File: config.mk
export PLATFORM = sky130hd
export DESIGN_NAME = multicycle_sequencer
export DESIGN_NICKNAME = d
export VERILOG_FILES = /design/src/rtl/riscv_pkg.sv /design/src/rtl/perf_counters.sv /design/src/rtl/multicycle_sequencer.sv
export SDC_FILE = /design/constraint.sdc
export NUM_CORES = 1
export LEC_CHECK = 0
export BUFFER_PORTS_ARGS = -buffer_cell sky130_fd_sc_hd__buf_2
export CAP_MARGIN = 20
export CORE_MARGIN = 2
export CORE_UTILIZATION = 35
export CTS_CLUSTER_DIAMETER = 30
export DETAILED_ROUTE_END_ITERATION = 10
export GPL_ROUTABILITY_DRIVEN = 0
export GPL_TIMING_DRIVEN = 0
export PLACE_DENSITY = 0.59
export SLEW_MARGIN = 40
export SYNTH_ARGS = -nofsm -noshare
export SYNTH_HDL_FRONTEND = slang
export SYNTH_SLANG_ARGS = --single-unit
File: constraint.sdc
create_clock -name clk -period 2.05 [get_ports clk]
set_input_delay 0.205 -clock clk [delete_from_list [all_inputs] [get_ports clk]]
set_output_delay 0.205 -clock clk [all_outputs]
set_load 0.02 [all_outputs]
File: src/rtl/riscv_pkg.sv
// Shared control definitions: opcode map, sequencer state encoding and
// PC source selects. Also imported by the control decoder.
package riscv_pkg;

    typedef enum logic [6:0] {
        OP_R      = 7'b0110011,
        OP_LOAD   = 7'b0000011,
        OP_IALU   = 7'b0010011,
        OP_STORE  = 7'b0100011,
        OP_BRANCH = 7'b1100011,
        OP_AUIPC  = 7'b0010111,
        OP_LUI    = 7'b0110111,
        OP_JAL    = 7'b1101111,
        OP_JALR   = 7'b1100111
    } opcode_e;

    typedef enum logic [2:0] {
        ST_FETCH   = 3'd0,
        ST_DECODE  = 3'd1,
        ST_EXECUTE = 3'd2,
        ST_MEM     = 3'd3,
        ST_WB      = 3'd4,
        ST_TRAP    = 3'd5
    } state_e;

    localparam logic [1:0] PC_SEL_PLUS4 = 2'b00;
    localparam logic [1:0] PC_SEL_REL   = 2'b01;
    localparam logic [1:0] PC_SEL_ALU   = 2'b10;

    // True for every opcode the sequencer knows how to retire.
    function automatic logic is_legal(input logic [6:0] op);
        case (op)
            OP_R, OP_LOAD, OP_IALU, OP_STORE, OP_BRANCH,
            OP_AUIPC, OP_LUI, OP_JAL, OP_JALR: is_legal = 1'b1;
            default:                           is_legal = 1'b0;
        endcase
    endfunction

endpackage

File: src/rtl/perf_counters.sv
// Free-running cycle counter and retired-instruction counter, both
// wrapping silently at 2^CNT_W.
module perf_counters #(
    parameter int CNT_W = 32
) (
    input  logic             clk,
    input  logic             rst,
    input  logic             en_cycle,
    input  logic             en_instret,
    output logic [CNT_W-1:0] cycle_cnt,
    output logic [CNT_W-1:0] instret_cnt
);

    logic [1:0]            cnt_en;
    logic [1:0][CNT_W-1:0] cnt_bus;

    assign cnt_en = {en_instret, en_cycle};

    genvar gi;
    generate
        for (gi = 0; gi < 2; gi++) begin : g_cnt
            logic [CNT_W-1:0] cnt_reg;

            // One enable-gated wrapping counter per slot.
            always_ff @(posedge clk) begin
                if (rst) begin
                    cnt_reg <= '0;
                end else if (cnt_en[gi]) begin
                    cnt_reg <= cnt_reg + CNT_W'(1);
                end
            end

            assign cnt_bus[gi] = cnt_reg;
        end
    endgenerate

    assign cycle_cnt   = cnt_bus[0];
    assign instret_cnt = cnt_bus[1];

endmodule

File: src/rtl/multicycle_sequencer.sv
// Multicycle control sequencer: FETCH/DECODE/EXECUTE/MEM/WB with an
// absorbing TRAP state for unknown opcodes, plus performance counters.
module multicycle_sequencer #(
    parameter int CNT_W = 32
) (
    input  logic             clk,
    input  logic             rst,
    input  logic [6:0]       opcode,
    input  logic             branch_taken,
    input  logic             imem_ready,
    input  logic             dmem_ready,
    output logic             imem_req,
    output logic             ir_en,
    output logic             dmem_req,
    output logic             dmem_we,
    output logic             reg_we,
    output logic             pc_en,
    output logic [1:0]       pc_sel,
    output logic [2:0]       state_o,
    output logic             illegal,
    output logic [CNT_W-1:0] cycle_cnt,
    output logic [CNT_W-1:0] instret_cnt
);

    import riscv_pkg::*;

    state_e state_reg;
    state_e state_next;
    logic   illegal_reg;
    logic   is_mem_op;
    logic   is_store;

    assign is_store  = (opcode == OP_STORE);
    assign is_mem_op = (opcode == OP_LOAD) || is_store;

    // State register; reset aborts whatever instruction is in flight.
    always_ff @(posedge clk) begin
        if (rst) begin
            state_reg <= ST_FETCH;
        end else begin
            state_reg <= state_next;
        end
    end

    // Next-state logic driven by handshakes and the held opcode.
    always_comb begin
        state_next = state_reg;
        case (state_reg)
            ST_FETCH: begin
                if (imem_ready) state_next = ST_DECODE;
            end
            ST_DECODE: begin
                state_next = is_legal(opcode) ? ST_EXECUTE : ST_TRAP;
            end
            ST_EXECUTE: begin
                if (opcode == OP_BRANCH) state_next = ST_FETCH;
                else if (is_mem_op)      state_next = ST_MEM;
                else                     state_next = ST_WB;
            end
            ST_MEM: begin
                if (dmem_ready) state_next = is_store ? ST_FETCH : ST_WB;
            end
            ST_WB:   state_next = ST_FETCH;
            ST_TRAP: state_next = ST_TRAP;
            default: state_next = ST_FETCH;
        endcase
    end

    // Sticky illegal flag, raised when DECODE rejects the opcode.
    always_ff @(posedge clk) begin
        if (rst) begin
            illegal_reg <= 1'b0;
        end else if (state_reg == ST_DECODE && !is_legal(opcode)) begin
            illegal_reg <= 1'b1;
        end
    end

    // Output decode; everything is held at zero while reset is asserted.
    always_comb begin
        imem_req = 1'b0;
        ir_en    = 1'b0;
        dmem_req = 1'b0;
        dmem_we  = 1'b0;
        reg_we   = 1'b0;
        pc_en    = 1'b0;
        pc_sel   = PC_SEL_PLUS4;
        state_o  = 3'd0;
        illegal  = 1'b0;
        if (!rst) begin
            state_o = state_reg;
            illegal = illegal_reg;
            case (state_reg)
                ST_FETCH: begin
                    imem_req = 1'b1;
                    ir_en    = imem_ready;
                end
                ST_EXECUTE: begin
                    if (opcode == OP_BRANCH) begin
                        pc_en  = 1'b1;
                        pc_sel = branch_taken ? PC_SEL_REL : PC_SEL_PLUS4;
                    end
                end
                ST_MEM: begin
                    dmem_req = 1'b1;
                    dmem_we  = is_store;
                    pc_en    = is_store && dmem_ready;
                end
                ST_WB: begin
                    reg_we = 1'b1;
                    pc_en  = 1'b1;
                    if (opcode == OP_JAL)       pc_sel = PC_SEL_REL;
                    else if (opcode == OP_JALR) pc_sel = PC_SEL_ALU;
                end
                default: ;
            endcase
        end
    end

    perf_counters #(
        .CNT_W(CNT_W)
    ) u_perf (
        .clk         (clk),
        .rst         (rst),
        .en_cycle    (1'b1),
        .en_instret  (pc_en),
        .cycle_cnt   (cycle_cnt),
        .instret_cnt (instret_cnt)
    );

endmodule

After elaboration in Yosys (flattened, before gate mapping) --
Cells that the tools add are included. Widths: inputs -> output; s select.
Storage, ports and cells: logic and storage cells 60, input port bits 12, output and inout port bits 76, register bits 68
Operators by class: multiplexer cells 31, reductions and logical operators 7, eq/ne operators 16, $add $sub $neg 2
Operator list (number):
- $add 32x1->32 const B | 2
- $eq 7x6->1 const B | 3
- $eq 7x7->1 const B | 3
- $mux 3 | 7
- $mux 1 | 18
- $pmux 3 s5 | 1
- $eq 7x5->1 const B | 2
- $reduce_or 9->1 | 1
- $eq 7x2->1 const B | 1
- $eq 3x2->1 const B | 2
- $eq 3x3->1 const B | 2
- $mux 2 | 3
- $ne 2x2->1 const B | 2
- $pmux 2 s2 | 1
- $eq 3x1->1 const B | 1
- $logic_not 3->1 | 1
- $pmux 1 s3 | 1
- $logic_and 1x1->1 | 2
- $reduce_and 2->1 | 1
- $logic_not 1->1 | 1
- $logic_or 1x1->1 | 1

Longest topological paths before layout --
depth in word-level cells 6, depth in mapped cells 9, mapped depth without buffers 8

Modules after synthesis --
From an unflattened synthesis, not the netlist that was laid out.
Second synthesis, totals: cell total of the unflattened synthesis 417, area, all modules 3448.3 µm²
Modules (own cells, without submodules):
- perf_counters | seq. area each 1281.2 µm², instances 1, area an instance 3019.1 µm², cells an instance 354
- multicycle_sequencer | seq. area each 80.1 µm², instances 1, area an instance 429.2 µm², cells an instance 63

Least setup slack after synthesis --
Ideal clock, no wire load.
path kind flip-flop to flip-flop, from reg state_reg[0], to reg u_perf.g_cnt[1].cnt_reg[26], in the netlist u_perf.instret_cnt[26], cell stages (with the launch flop) 10, library setup time 70 ps, path buffers 1, slack -250 ps, data arrival time 2229 ps, cell sequence dfxtp_1 > inv_1 > nor2_1 > nand2_1 > inv_1 > nand3_1 > and3_1 > clkbuf_1 > or4_1 > a21oi_1
On the way: cells in the longest elaborated chain, start to end 3
Ends and longest elaborated chain:
- from (decl) | RTL line multicycle_sequencer.sv:27 | state_e state_reg;
- from (signal assigned) | RTL line multicycle_sequencer.sv:41 | state_reg <= state_next;
- $eq 3x3->1 / $eq 3x2->1 (equally long branches) | RTL line multicycle_sequencer.sv:92 | case (state_reg)
- $pmux 1 s3 * | RTL line multicycle_sequencer.sv:92
- $mux 1 * | RTL line multicycle_sequencer.sv:89 | if (!rst) begin
- to (signal assigned) | RTL line perf_counters.sv:29 | cnt_reg <= cnt_reg + CNT_W'(1);
- to (decl) | RTL line perf_counters.sv:22 | logic [CNT_W-1:0] cnt_reg;
Every way passes the cells marked *; elsewhere a longest branch is shown, timed or not. A chain may end at the register's enable or synchronous reset.

Final worst setup path --
from reg u_perf.g_cnt[1].cnt_reg[9], in the netlist u_perf.instret_cnt[9], to reg u_perf.g_cnt[1].cnt_reg[22], in the netlist u_perf.instret_cnt[22]
On the way: cells in the longest elaborated chain, start to end 1
Ends and longest elaborated chain (RTL line):
- $add 32x1->32 | perf_counters.sv:29
No other way between the ends.

==> impl_metrics.toml <==
[run_status]
status = "complete, but fails checks"
violations = "setup timing"

[logic_synthesis]
synth.avg_cell_area_um2 = 8.25
syn_inst = 414
synthSimpleGateAreaFrac = 0.323
synthMuxAreaShare = 0
synth_cell_type_count = 54
ys_seq_area_frac = 0.399
synth_nets = 428
synth_area_um2 = 3420
synth-compound-area-share = 0.126
synthXorXnorAreaFrac = 0.103
ys.flop_type = "dfxtp_1"
ys_ff_latch = 68
synth_top_family_by_area = "simple AND/OR/NAND/NOR gates"
synth_edf_count = 0
synthArstFlopShare = 0
yosysWarnings = 0
synthAdderAreaFrac = 0.0103

[timing]
min_period_over_period = 1.01
hold_slack_ns = 0.0905
slew_violations = 0
fin_setup_tns_ns = -0.0162
skew_ns = 0.0128
setup_viol = 1
finalHoldViolations = 0
worst_pin_slew_ns = 0.581
rsz0062_at_grt = "true"
fin_crit_ns = 2.07
post-route-worst-setup-slack_ns = -0.0162
slew-limit-headroom = 0.608
max_freq_ghz = 0.484

[critical_path]
required_ns = 2.34
rrSetupSlack_ns = -0.02
cp.arrival_ns = 2.36
end_kind = "register"
rr_worst_depth = 5
reg2reg_from = "u_perf.instret_cnt[9]$_SDFFE_PP0P_"
cp_max_fo = 2
crit_path_start = "u_perf.instret_cnt[9]$_SDFFE_PP0P_"
cp-start-kind = "register"
path_class = "register to register"
rr_endpoint = "u_perf.instret_cnt[22]$_SDFFE_PP0P_"

[worst_hold_path]
worstHoldStart = "dmem_ready"
worstHoldPathCells = 2
worstHoldPathType = "primary input to register"
whs_endpoint = "state_reg[1]$_SDFFE_PP0P_"

[detailed_routing]
num_vias = 3477
ant_nets = 0
wire_per_inst_um = 14.4
wl_um = 9600
route.detailed.drc = 0
dr.pass1.iters = 4
via_per_inst = 5.21
drtIter0Drc = 125

[clock_tree]
clk_latency_ns = 0.36
cts_sinks = 68
cts_hold_buf = 0
cts_buffers = 9
clockRootBuffer = "clkbuf_8"
cts_tree = "yes"
clkTransAtPathRegs_ns = 0.08
h-tree-depth = 3
cts_buffer_depth = 2

[final_layout]
syn_to_final_growth_pct = 33.1
fillCellCount = 1004
drive_gt1_frac = 0.320
fin_nets = 543
regArea_um2 = 1390
multi_input_area_um2 = 2030
design_area_um2 = 4550
n_antenna_cell = 0
fin_util = 0.472
finalNonFillerCells = 667

[global_routing]
grt_pass1_wl_um = 14800
grt_max_degree = 13
grt-ovfl-total = 0
first_global_vias = 3055
grt_usage = 0.178
antenna_found_initial = 0

[die]
core-area_um2 = 9640
chipHeight_um = 103
dieArea_um2 = 10600
rows = 36
initial_core_util = 0.354
io_pins = 88
die_x_um = 103

[placed_design]
hpwl_um = 6620
io_buffer_count = 87
dpl_cell_area_um2 = 4060
dp.cells = 634

[pwr]
irDropWorstVdd_mv = 0.310
powerDensity_nw_per_um2 = 593
p_leak_nw = 1.84

[flow_run]
cap_violations = 0
## synthesized netlist by cell type, drive strengths merged (4+ instances only)
library cell | instances | area (um^2)
nor3 | 9 | 45.0
nand3 | 30 | 150
nand4 | 25 | 163
inv | 15 | 56.3
or3 | 12 | 75.1
nand2 | 20 | 75.1
a21oi | 30 | 150
nor2b | 7 | 43.8
clkbuf | 19 | 71.3
and3 | 4 | 25.0
dfxtp | 68 | 1360
o31ai | 7 | 52.6
and2 | 4 | 25.0
nor4 | 5 | 50.1
and4 | 9 | 78.8
nor2 | 52 | 195
or4 | 7 | 56.3
xor2 | 21 | 184
o21ai | 10 | 50.1
xnor2 | 19 | 166
## cell families (layout without fill, tap and decap cells)
family,Yosys count,in the layout
AO/OA/AOI/OAI,69,69
XOR/XNOR,40,40
adder cells (fa/ha/maj),3,3
buffers and inverters,36,156
flip-flops,68,68
AND/OR/NAND/NOR,198,198
## metal layers
layer,vias up,part of all wire,track usage
li1,1727,-,-
met1,1666,0.48,0.245
met2,76,0.46,0.267
met3,8,0.048,0.0447
met4,0,0.012,0.0678
met5,-,0,0
## placed cells by master, fill, tap and decap left out, drive strengths merged, types with 3 or more instances in the layout
cell type | synthesis | layout
nand4 | 25 | 25
and4 | 9 | 9
or4 | 7 | 7
nor2b | 7 | 7
and3 | 4 | 4
a211oi | 3 | 3
nor3 | 9 | 9
o21ai | 10 | 10
dfxtp | 68 | 68
a21oi | 30 | 30
nand2 | 20 | 20
nor3b | 3 | 3
inv | 15 | 15
xnor2 | 19 | 19
o31ai | 7 | 7
nor4 | 5 | 5
or3 | 12 | 12
and2 | 4 | 4
nand3 | 30 | 30
clkbuf | 19 | 28
xor2 | 21 | 21
nor2 | 52 | 52
buf | 2 | 108
## area by class of cell
cell class                 count  area share
buffer                        20      0.0239
clock buffer                  11      0.0336
inverter                      15      0.0124
tap                          133      0.0366
sequential                    68       0.306
timing repair buffer         105       0.129
clock inverter                 5      0.0129
multi-input combinational    310       0.446
## how the worst max path moves through the flow
stage	to	slack, ns	cells past startpoint
5_1_grt	u_perf.instret_cnt[22]$_SDFFE_PP0P_	-0.07	5
3_5_place_dp	pc_sel[0]	-0.28	6
2_1_floorplan	u_perf.instret_cnt[10]$_SDFFE_PP0P_	0.003	9
3_3_place_gp	pc_sel[0]	-0.31	6
6_report	u_perf.instret_cnt[22]$_SDFFE_PP0P_	-0.02	5
4_1_cts	u_perf.instret_cnt[22]$_SDFFE_PP0P_	-0.01	5
## worst max-delay path, stage by stage (launching register included)
cell and delay, ns:
dfxtp_4 0.37, nand4_4 0.12, or4_4 0.51, or3_4 0.38, or4b_4 0.49, a21oi_2 0.14
## timing repair
item	CTS	global route
pin swaps	8	9
hold endpoints to repair	0	0
buffers inserted	9	9
setup endpoints to repair	40	40
gates resized for setup	23	21
cloned	0	0
## report_power, final
part | switching (mW) | total [mW] | internal (mW) | leakage, nW
Combinational | 0.111 | 0.171 | 0.0599 | 1.18
Sequential | 0.0123 | 1.34 | 1.33 | 0.558
Clock | 0.549 | 1.18 | 0.636 | 0.101
Total | 0.673 | 2.69 | 2.02 | 1.84
## metrics by stage
step | worst slack (ns) | total power, mW
5_1_grt | -0.0748 | 2.80
3_3_place_gp | -0.311 | 1.53
6_report | -0.0162 | 2.69
3_5_place_dp | -0.278 | 1.53
4_1_cts | -0.0110 | 2.72
2_1_floorplan | 0.00286 | 1.47
Note: power is estimated with default switching activity, not from simulation.
